`src/rtl/regfile_pkg.sv`:
```
// Shared constants and clear-FSM state type for the register file bank.
package regfile_pkg;

    localparam int WIDTH  = 32;
    localparam int DEPTH  = 32;
    localparam int ADDR_W = 5;

    localparam logic [ADDR_W-1:0] FIRST_ADDR = ADDR_W'(1);
    localparam logic [ADDR_W-1:0] LAST_ADDR  = ADDR_W'(DEPTH - 1);

    typedef enum logic {
        IDLE  = 1'b0,
        CLEAR = 1'b1
    } state_t;

endpackage

```
`src/rtl/regfile_clear_ctrl.sv`:
```
// Bulk-clear sequencer: walks a pointer over registers 1..31, one per cycle.
module regfile_clear_ctrl
    import regfile_pkg::*;
(
    input  logic              clk,
    input  logic              rst_n,
    input  logic              clr_req,
    output logic              busy,
    output logic              clr_en,
    output logic [ADDR_W-1:0] clr_addr,
    output state_t            state
);

    state_t            state_next;
    logic [ADDR_W-1:0] ptr;
    logic [ADDR_W-1:0] ptr_next;

    always_ff @(posedge clk or negedge rst_n) begin
        if (!rst_n) begin
            state <= IDLE;
            ptr   <= FIRST_ADDR;
        end else begin
            state <= state_next;
            ptr   <= ptr_next;
        end
    end

    // Register 0 is hardwired to zero, so the walk starts at 1 and never wraps to 0.
    always_comb begin
        state_next = state;
        ptr_next   = ptr;
        busy       = 1'b0;
        clr_en     = 1'b0;
        clr_addr   = ptr;
        case (state)
            IDLE: begin
                ptr_next = FIRST_ADDR;
                if (clr_req) begin
                    state_next = CLEAR;
                end
            end
            CLEAR: begin
                busy   = 1'b1;
                clr_en = 1'b1;
                if (ptr == LAST_ADDR) begin
                    state_next = IDLE;
                    ptr_next   = FIRST_ADDR;
                end else begin
                    ptr_next = ptr + ADDR_W'(1);
                end
            end
            default: begin
                state_next = IDLE;
                ptr_next   = FIRST_ADDR;
            end
        endcase
    end

endmodule

```
`src/rtl/regfile_bank.sv`:
```
// 32-entry register bank with a valid/ready write port, zero register 0 and
// a multi-cycle bulk clear that stalls writes while it runs.
module regfile_bank
    import regfile_pkg::*;
#(
    parameter int WIDTH = regfile_pkg::WIDTH,
    parameter int DEPTH = regfile_pkg::DEPTH
) (
    input  logic                              clk,
    input  logic                              rst_n,
    // Handshake: a write is taken at a rising edge where wr_valid && wr_ready;
    // upstream must hold wr_valid/wr_addr/wr_data stable until then.
    input  logic                              wr_valid,
    output logic                              wr_ready,
    input  logic [regfile_pkg::ADDR_W-1:0]    wr_addr,
    input  logic [WIDTH-1:0]                  wr_data,
    input  logic                              clr_req,
    output logic                              busy,
    output logic [WIDTH-1:0]                  q0,  q1,  q2,  q3,  q4,  q5,  q6,  q7,
    output logic [WIDTH-1:0]                  q8,  q9,  q10, q11, q12, q13, q14, q15,
    output logic [WIDTH-1:0]                  q16, q17, q18, q19, q20, q21, q22, q23,
    output logic [WIDTH-1:0]                  q24, q25, q26, q27, q28, q29, q30, q31
);

    logic              clr_en;
    logic [ADDR_W-1:0] clr_addr;
    state_t            ctrl_state;
    logic              wr_en;
    logic [WIDTH-1:0]  rq [32];

    regfile_clear_ctrl u_clear_ctrl (
        .clk      (clk),
        .rst_n    (rst_n),
        .clr_req  (clr_req),
        .busy     (busy),
        .clr_en   (clr_en),
        .clr_addr (clr_addr),
        .state    (ctrl_state)
    );

    assign wr_ready = (ctrl_state == IDLE);
    assign wr_en    = wr_valid && wr_ready;

    assign rq[0] = '0;

    // Write and clear are mutually exclusive because wr_ready drops in CLEAR.
    for (genvar i = 1; i < 32; i++) begin : g_reg
        if (i < DEPTH) begin : g_store
            always_ff @(posedge clk or negedge rst_n) begin
                if (!rst_n) begin
                    rq[i] <= '0;
                end else if (clr_en && clr_addr == ADDR_W'(i)) begin
                    rq[i] <= '0;
                end else if (wr_en && wr_addr == ADDR_W'(i)) begin
                    rq[i] <= wr_data;
                end
            end
        end else begin : g_absent
            assign rq[i] = '0;
        end
    end

    assign q0  = rq[0];  assign q1  = rq[1];  assign q2  = rq[2];  assign q3  = rq[3];
    assign q4  = rq[4];  assign q5  = rq[5];  assign q6  = rq[6];  assign q7  = rq[7];
    assign q8  = rq[8];  assign q9  = rq[9];  assign q10 = rq[10]; assign q11 = rq[11];
    assign q12 = rq[12]; assign q13 = rq[13]; assign q14 = rq[14]; assign q15 = rq[15];
    assign q16 = rq[16]; assign q17 = rq[17]; assign q18 = rq[18]; assign q19 = rq[19];
    assign q20 = rq[20]; assign q21 = rq[21]; assign q22 = rq[22]; assign q23 = rq[23];
    assign q24 = rq[24]; assign q25 = rq[25]; assign q26 = rq[26]; assign q27 = rq[27];
    assign q28 = rq[28]; assign q29 = rq[29]; assign q30 = rq[30]; assign q31 = rq[31];

endmodule

```
`config.mk`:
```
export PLATFORM = sky130hd
export DESIGN_NAME = regfile_bank
export DESIGN_NICKNAME = d
export VERILOG_FILES = /design/src/rtl/regfile_pkg.sv /design/src/rtl/regfile_clear_ctrl.sv /design/src/rtl/regfile_bank.sv
export SDC_FILE = /design/constraint.sdc
export NUM_CORES = 1
export LEC_CHECK = 0
export ABC_AREA = 1
export BUFFER_PORTS_ARGS = -buffer_cell sky130_fd_sc_hd__buf_2
export CAP_MARGIN = 0
export CORE_AREA = 5 5 407 409
export CTS_BUF_LIST = sky130_fd_sc_hd__clkbuf_4
export DETAILED_ROUTE_END_ITERATION = 16
export DIE_AREA = 0 0 412 414
export MAX_ROUTING_LAYER = met4
export PLACE_DENSITY = 0.52
export SKIP_CTS_REPAIR_TIMING = 1
export SYNTH_ARGS = -nofsm -noshare
export SYNTH_HDL_FRONTEND = slang
export SYNTH_HIERARCHICAL = 1
export SYNTH_SLANG_ARGS = --single-unit
```
`constraint.sdc`:
```
create_clock -name clk -period 1.55 [get_ports clk]
set_input_delay 0.31 -clock clk [delete_from_list [all_inputs] [get_ports clk]]
set_output_delay 0.31 -clock clk [all_outputs]
set_load 0.005 [all_outputs]
```
Word level (Yosys, flattened, before mapping)
Index checks and enable logic that the tools add are counted.
- output and inout bits: 1026
- word-level logic and storage cells: 259
- flip-flop bits (word level): 998
- input bits: 41
- reduce and logical (&&, ||, !) cells: 94
- equal/unequal tests: 62
- $add $sub $neg: 1
- mux-type cells: 68
- bitwise operators: 1
- operators by type and width (operator ; number):
    $mux W32 ; 62
    $eq A5 B5 Y1 const B ; 32
    $eq A5 B4 Y1 const B ; 16
    $logic_and A1 B1 Y1 ; 63
    $reduce_bool A2 Y1 ; 31
    $eq A5 B3 Y1 const B ; 8
    $eq A5 B2 Y1 const B ; 4
    $eq A5 B1 Y1 const B ; 2
    $pmux W5 S2 ; 1
    $add A5 B1 Y5 const B ; 1
    $mux W5 ; 1
    $mux W1 ; 3
    $pmux W1 S2 ; 1
    $not A1 Y1 ; 1

Longest topological paths before layout
Gate-level depths: netlist of the first run.
- word-level depth: 5
- mapped depth: 9
- depth with buffers taken out: 9

Hierarchy
The synthesis of the first run kept the hierarchy.
- by module, submodules not included (module ; cells an instance ; area each (um2) ; times used):
    regfile_bank ; 4654 ; 41662.5 ; 1
    regfile_clear_ctrl ; 32 ; 295.3 ; 1

Worst setup path before layout of the first run
No wires, ideal clock.
- path type: register to register
- start point: register u_clear_ctrl.state
- end point: register rq (netlist bit q6[0])
- required time: 1432 ps
- clock period less this slack: 1743 ps
- stages on the path, launching flop included: 10
- path slack: -193 ps
- path buffers: 3
- setup time: 118 ps
- arrival time: 1625 ps
- cells stage by stage: dfrtp_1 -> buf_4 -> inv_1 -> nand2_1 -> nor2_1 -> buf_4 -> nand2_1 -> buf_1 -> nand3_1 -> nand2_1
- longest elaborated chain between the ends: 4
- elaborated cells between the ends (all ways): 7
- classes of those cells: mux: 2; bitwise: 1; reduce/logical: 4
- RTL lines (item ; RTL line ; RTL):
    from (decl) ; regfile_clear_ctrl.sv:11 ; output state_t state
    from (signal assigned) ; regfile_clear_ctrl.sv:23 ; state <= state_next;
    $not A1 Y1 ; regfile_bank.sv:41 ; assign wr_ready = (ctrl_state == IDLE);
    net wr_ready ; regfile_bank.sv:14 ; output logic wr_ready,
    $logic_and A1 B1 Y1 ; regfile_bank.sv:42 ; assign wr_en = wr_valid && wr_ready;
    $logic_and A1 B1 Y1 ; regfile_bank.sv:54 ; end else if (wr_en && wr_addr == ADDR_W'(i)) begin
    $reduce_bool A2 Y1 (no line) ; n/a ;
    to (signal, indexed assignment) ; regfile_bank.sv:55 ; rq[i] <= wr_data;
    to (decl) ; regfile_bank.sv:29 ; logic [WIDTH-1:0] rq [32];
The timed path passes the listed nets, and every way through them passes these cells.
A chain may end at the register's enable or synchronous reset.

Worst setup path after layout of the first run
- start point: register u_clear_ctrl.state
- end point: output port busy
- longest elaborated chain between the ends: 1
- RTL lines (item ; RTL line ; RTL):
    $mux W1 ; regfile_clear_ctrl.sv:35 ; case (state)
    to (decl) ; regfile_bank.sv:18 ; output logic busy,
No other way between the ends.

==> out/metrics.yaml, run 1 <==
status:
  status: "finished with violations"
  violations: "setup timing"
clock_network:
  cts.sinks: 998
  cts.reportedPaths.clkPinSlew_ps: 70
  cts_max_level: 5
  cts_tree: "yes"
  cts.path.max_buffers: 4
  cts-root-buf: "clkbuf_4"
  insertion_delay_ps: 1230
  numCtsBuffers: 309
placed_design:
  gp_congestion: 0.8554
  dpl_cell_area_sq_mm: 0.05262
  portBuffers: 1034
  hpwl_um: 142600
yosys:
  synth_cell_type_count: 19
  syn_inst: 4686
  ys_ff_latch: 998
  ys_async_sr_fraction_pct: 100.0
  synth-seq-area-share_pct: 59.52
  synth_warnings: 6
  synth_top_area_share_pct: 59.46
  ys.flop_type: "dfrtp_1"
  synth.avg_cell_area_sq_um: 8.954
  synth.most_common_cell: "nand3_1"
  synth_edf_count: 0
  synth.largest_area_cell: "dfrtp_1"
  synthTopCellsByArea: "dfrtp_1, nand3_1, nand2_1, clkbuf_1, buf_2"
  syn_area_sq_mm: 0.04196
  ys_top_cells_by_count: "nand3_1, nand2_1, dfrtp_1, clkbuf_1, buf_2"
detailed_routing:
  firstDrtPassIters: 6
  postRouteWirelength_um: 223100
  antenna_left: 0
  post_drt_via_cell_ratio: 5.082
  route.detailed.drc: 0
  wire_per_inst_um: 25.62
  vias: 44245
  drtIter0Drc: 4919
pwr:
  peakVddDrop_mv: 0.7360
  p_switching_mw: 22.83
  design_power_total_mw: 70.19
  leakagePower_nw: 35.62
  powerDensity_mw_per_mm2: 1139
  pwr-share-seq_pct: 42.4
  power_switching_share_pct: 32.53
  p_comb_share_pct: 22.8
  internal-power_mw: 47.36
  clock_power_share_pct: 34.8
setup_path:
  worstSetupEndpointType: "output port"
  cp.required_ps: 1240
  crit_type: "reg -> out"
  r2r_start: "u_clear_ctrl/state"
  rr_worst_depth: 8
  critPathLaunchType: "register"
  r2r_end: "q16[30]"
  startpoint: "u_clear_ctrl/state"
  crit_fanout: 5
  worstPathArrival_ps: 1980
  endpoint: "busy"
  reg2reg_slack_ps: -360
sta:
  worst_slack_ps: -736.5
  worst_pin_slew_ps: 585.8
  maxSlewViolCount: 0
  finClkSkew_ps: 103.7
  rsz0062_at_grt: "yes"
  fmax_mhz: 437.3
  setup_violations: 1989
  relSlewSlack_pct: 60.91
  fin_crit_ps: 2287
  timing.final.crit_share_pct: 147.5
  hold_viol_final: 0
global_routing:
  grt_pass1_wl_um: 303600
  antenna_found_initial: 17
  grt-ovfl-total: 0
  grt_max_degree: 65
  grtUsageTotal_pct: 25.15
  grt_pass1_vias: 40387
final_layout:
  fillCellCount: 16620
  final_util_pct: 38.13
  drive_gt1_share_pct: 35.50
  syn2layout_area_growth_pct: 46.93
  layout.nets: 6403
  design_area_sq_mm: 0.06165
floorplan:
  core_area_sq_mm: 0.1617
  initial_core_util_pct: 25.95
  rows: 148
  ioPinCount: 1067
  dieArea_sq_mm: 0.1706
  die_h_um: 414
  die_x_um: 412
job:
  maxCapViolations: 0
worst_hold_path:
  hp-class: "in -> reg"
## cells by family after synthesis
family	share of synthesized area (%)
adder cells (fa/ha/maj)	0.08947
other	0.008938
AO/OA/AOI/OAI	0.01192
AND/OR/NAND/NOR	34.54
buffers and inverters	5.821
flip-flops	59.52
## cell usage in the layout, fill, tap and decap left out
cell,netlist,final
nand4_1,1,1
conb_1,1,32
clkbuf_4,0,414
dfrtp_2,0,4
inv_1,21,18
dfrtp_1,997,993
buf_12,0,191
nor2_1,62,30
nor2_4,0,24
nand3_1,1986,1985
nand2_1,1066,1049
nand2_2,7,24
buf_6,19,273
buf_16,0,1
dfstp_2,1,1
bufinv_16,0,2
nand3_2,22,15
buf_2,134,759
inv_4,0,1
nor2_2,8,16
buf_8,0,1
clkinv_1,0,43
diode_2,0,15
clkinv_2,0,4
inv_2,2,9
clkbuf_16,0,1
buf_4,37,565
nand3_4,0,8
dlygate4sd3_1,0,48
a21oi_1,1,1
ha_1,3,3
## final cells by class
| class | instances | area (sq um) | area share [%] |
|---|---|---|---|
| clock inverter | 54 | 260.3 | 0.4222 |
| inverter | 23 | 88.84 | 0.1441 |
| sequential | 998 | 24980 | 40.52 |
| clock buffer | 414 | 3108 | 5.042 |
| multi-input combinational | 3188 | 14960 | 24.27 |
| tap | 2175 | 2721 | 4.414 |
| timing repair buffer | 1839 | 15490 | 25.12 |
| antenna | 15 | 37.54 | 0.06089 |
## power groups by stage
stage	Clock, mW	Sequential, mW	Combinational, mW
2_1_floorplan	0	30.0	5.49
3_3_place_gp	0	30.0	13.4
3_5_place_dp	0	30.0	13.6
4_1_cts	25.0	29.6	13.6
5_1_grt	26.6	29.9	17.0
6_report	24.4	29.8	16.0
## worst max-delay path, stage by stage (launching register included)
cell     delay, ps
dfrtp_2        460
buf_12         170
buf_6          110
## worst min path at each step
stage          cells past startpoint      end        start
5_1_grt                            5   q7[19]  wr_data[19]
6_report                           5  q25[25]  wr_data[25]
4_1_cts                            1   q7[28]        rst_n
3_5_place_dp                       1  q30[24]        rst_n
2_1_floorplan                      0   q10[0]        rst_n
3_3_place_gp                       1  q30[24]        rst_n
## metal layers
metal	GRT usage, %	vias to the layer above	wire length (um)
met2	39.54	2545	107100
li1	-	19218	-
met4	12.69	0	10900
met3	6.245	479	20900
met1	30.06	22003	84210
met5	-	-	0
## through the flow
step / setup WS (ps) / hold WS [ps] / instances / TNS (ps)
floorplan: -3.643 / 14.41 / 4717 / -107.3
global placement: -201.2 / 294.2 / 7727 / -84780
detailed placement: -231.0 / 286.5 / 7727 / -111430
CTS: -1058 / -1139 / 8195 / -855550
global route: -924.7 / -4.332 / 8702 / -935370
finish: -736.5 / 107.7 / 8706 / -669360
(Power assumes the default switching activity.)
==> run 2: changes to the inputs <==
Settings changed: CORE_AREA 5 5 407 409 to default, CORE_MARGIN from default to 5, CORE_UTILIZATION from default to 25, CTS_BUF_LIST sky130_fd_sc_hd__clkbuf_4 to default, DIE_AREA 0 0 412 414 to default, MAX_ROUTING_LAYER met4 to default, PLACE_DENSITY 0.52 to 0.5.
==> run 2 against run 1 <==
The run still ends with setup timing left; flip-flop and latch count stayed put; sequential power hardly changed; via count is 6.4% lower; non-clock buffer count is 473 lower; critical path depth is 8 higher; utilization is 3.8 points lower; maximum frequency is 22% higher; routed wire length hardly changed; die area is 3.3% higher; largest cell class unchanged.
==> out/metrics.yaml, run 2 (synthesis results as in run 1) <==
clock_network:
  cts-root-buf: "clkbuf_16"
  cts_tree: "yes"
  cts_max_level: 3
  cts.sinks: 998
  cts.reportedPaths.clkPinSlew_ps: 70
  cts.path.max_buffers: 3
  numCtsBuffers: 113
  insertion_delay_ps: 760
detailed_routing:
  firstDrtPassIters: 7
  highest_layer: "met4"
  drt-met1-wl_um: 85710
  wire_per_inst_um: 27.86
  drtIter0Drc: 4628
  vias: 41397
  route.detailed.drc: 0
  route.met2.wl_um: 107000
  antenna_left: 0
  routed-wl-met3_um: 16880
  post_drt_via_cell_ratio: 5.175
  postRouteWirelength_um: 222900
floorplan:
  initial_core_util_pct: 25.12
  ioPinCount: 1067
  die_x_um: 419.7
  rows: 150
  die_h_um: 419.7
  dieArea_sq_mm: 0.1761
  core_area_sq_mm: 0.1670
final_layout:
  syn2layout_area_growth_pct: 36.86
  final_util_pct: 34.38
  final_cell_mix: "nand3_1, nand2_1, buf_2"
  fillCellCount: 17261
  layout.nets: 5735
  multi_input_comb_area_sq_mm: 0.01528
  final_common_cell: "nand3_1"
  final_cells: 8000
  drive_gt1_share_pct: 28.93
  regArea_sq_mm: 0.02498
sta:
  finClkSkew_ps: 66.20
  hold_viol_final: 0
  fmax_mhz: 533.1
  setup_violations: 1901
  relSlewSlack_pct: 62.97
  rsz0062_at_grt: "yes"
  timing.final.crit_share_pct: 121.0
  fin_crit_ps: 1876
  worst_slack_ps: -325.8
  maxSlewViolCount: 0
  tns_ps: -184640
  worst_pin_slew_ps: 555.5
placed_design:
  place_ws_ps: -234.6
  portBuffers: 1034
  dp.cells: 7726
  hpwl_um: 142700
  gp_congestion: 0.8190
setup_path:
  crit_fanout: 8
  worstSetupEndpointType: "register"
  critPathLaunchType: "register"
  reg2reg_slack_ps: -330
  cp.required_ps: 2160
  crit_type: "reg -> reg"
  worstPathArrival_ps: 2490
global_routing:
  grtUsageTotal_pct: 23.32
  grt_pass1_wl_um: 297100
  grt-ovfl-total: 0
  antenna_found_initial: 11
  grt_max_degree: 91
  grt_pass1_vias: 38100
pwr:
  leakagePower_nw: 33.00
  peakVddDrop_mv: 0.9247
  powerDensity_mw_per_mm2: 1260
status:
  violations: "setup timing"
  status: "finished with violations"
worst_hold_path:
  hp-class: "in -> reg"
job:
  maxCapViolations: 0
-- run 2: cell count changes in the layout (fill, tap and decap cells not counted), moves of 16 or more --
cell and delta:
buf_2 +273, clkinv_1 -43, nand3_1 -18, buf_4 -462, buf_6 -257, dlygate4sd3_1 -44, clkbuf_16 +139, clkbuf_8 +26
clkbuf_4 -414, clkbuf_1 +32, nand2_1 -16
-- run 2: area by class of cell --
cell class / count / share of cell area (%)
flip-flops and latches: 998 / 43.50
multi-input cells: 3189 / 26.62
repair buffers: 1366 / 18.26
clock buffers: 172 / 5.800
well taps: 2204 / 4.802
clock inverters: 35 / 0.7975
inverters: 23 / 0.1634
diodes: 13 / 0.05665
-- run 2: routing by layer --
layer  vias up  GRT usage (%)
met2      2226          38.50
met3       514          5.009
met5         -              0
li1      17795              -
met1     20862          28.90
met4         0          11.60
-- run 2: stage by stage --
| step | area [sq um] | total power [mW] | hold slack, ps |
|---|---|---|---|
| detailed placement | 52190 | 43.47 | 243.3 |
| CTS | 55980 | 71.30 | -595.8 |
| global placement | 52190 | 43.32 | 247.8 |
| finish | 57420 | 72.37 | 48.39 |
| floorplan | 42320 | 35.46 | 14.41 |
| global route | 57410 | 74.97 | 10.98 |
-- run 2: worst paths after layout --
path / cells past startpoint / start / to
worst min register to register: 2 / q16[12] / q16[12]
worst max-delay path: 10 / u_clear_ctrl/state / q4[0]
worst min-delay path: 3 / wr_data[13] / q24[13]
max in group asynchronous: 4 / rst_n / q3[28]
min in group asynchronous: 2 / rst_n / q20[7]
worst max register to register: 10 / u_clear_ctrl/state / q4[0]
-- run 2: power breakdown --
group	internal, mW	switching (mW)	total, mW
clock	15.9	11.9	27.8
combinational	5.49	9.52	15.0
sequential	28.2	1.43	29.6
total	49.5	22.9	72.4
-- run 2: critical path: stages (launching register included) --
cell	delay, ps
dfrtp_2	450
clkinv_4	90
buf_4	130
nand2_2	60
nor2_4	210
buf_12	200
buf_12	120
nand2_8	80
clkbuf_16	230
nand3_1	80
nand2_1	60
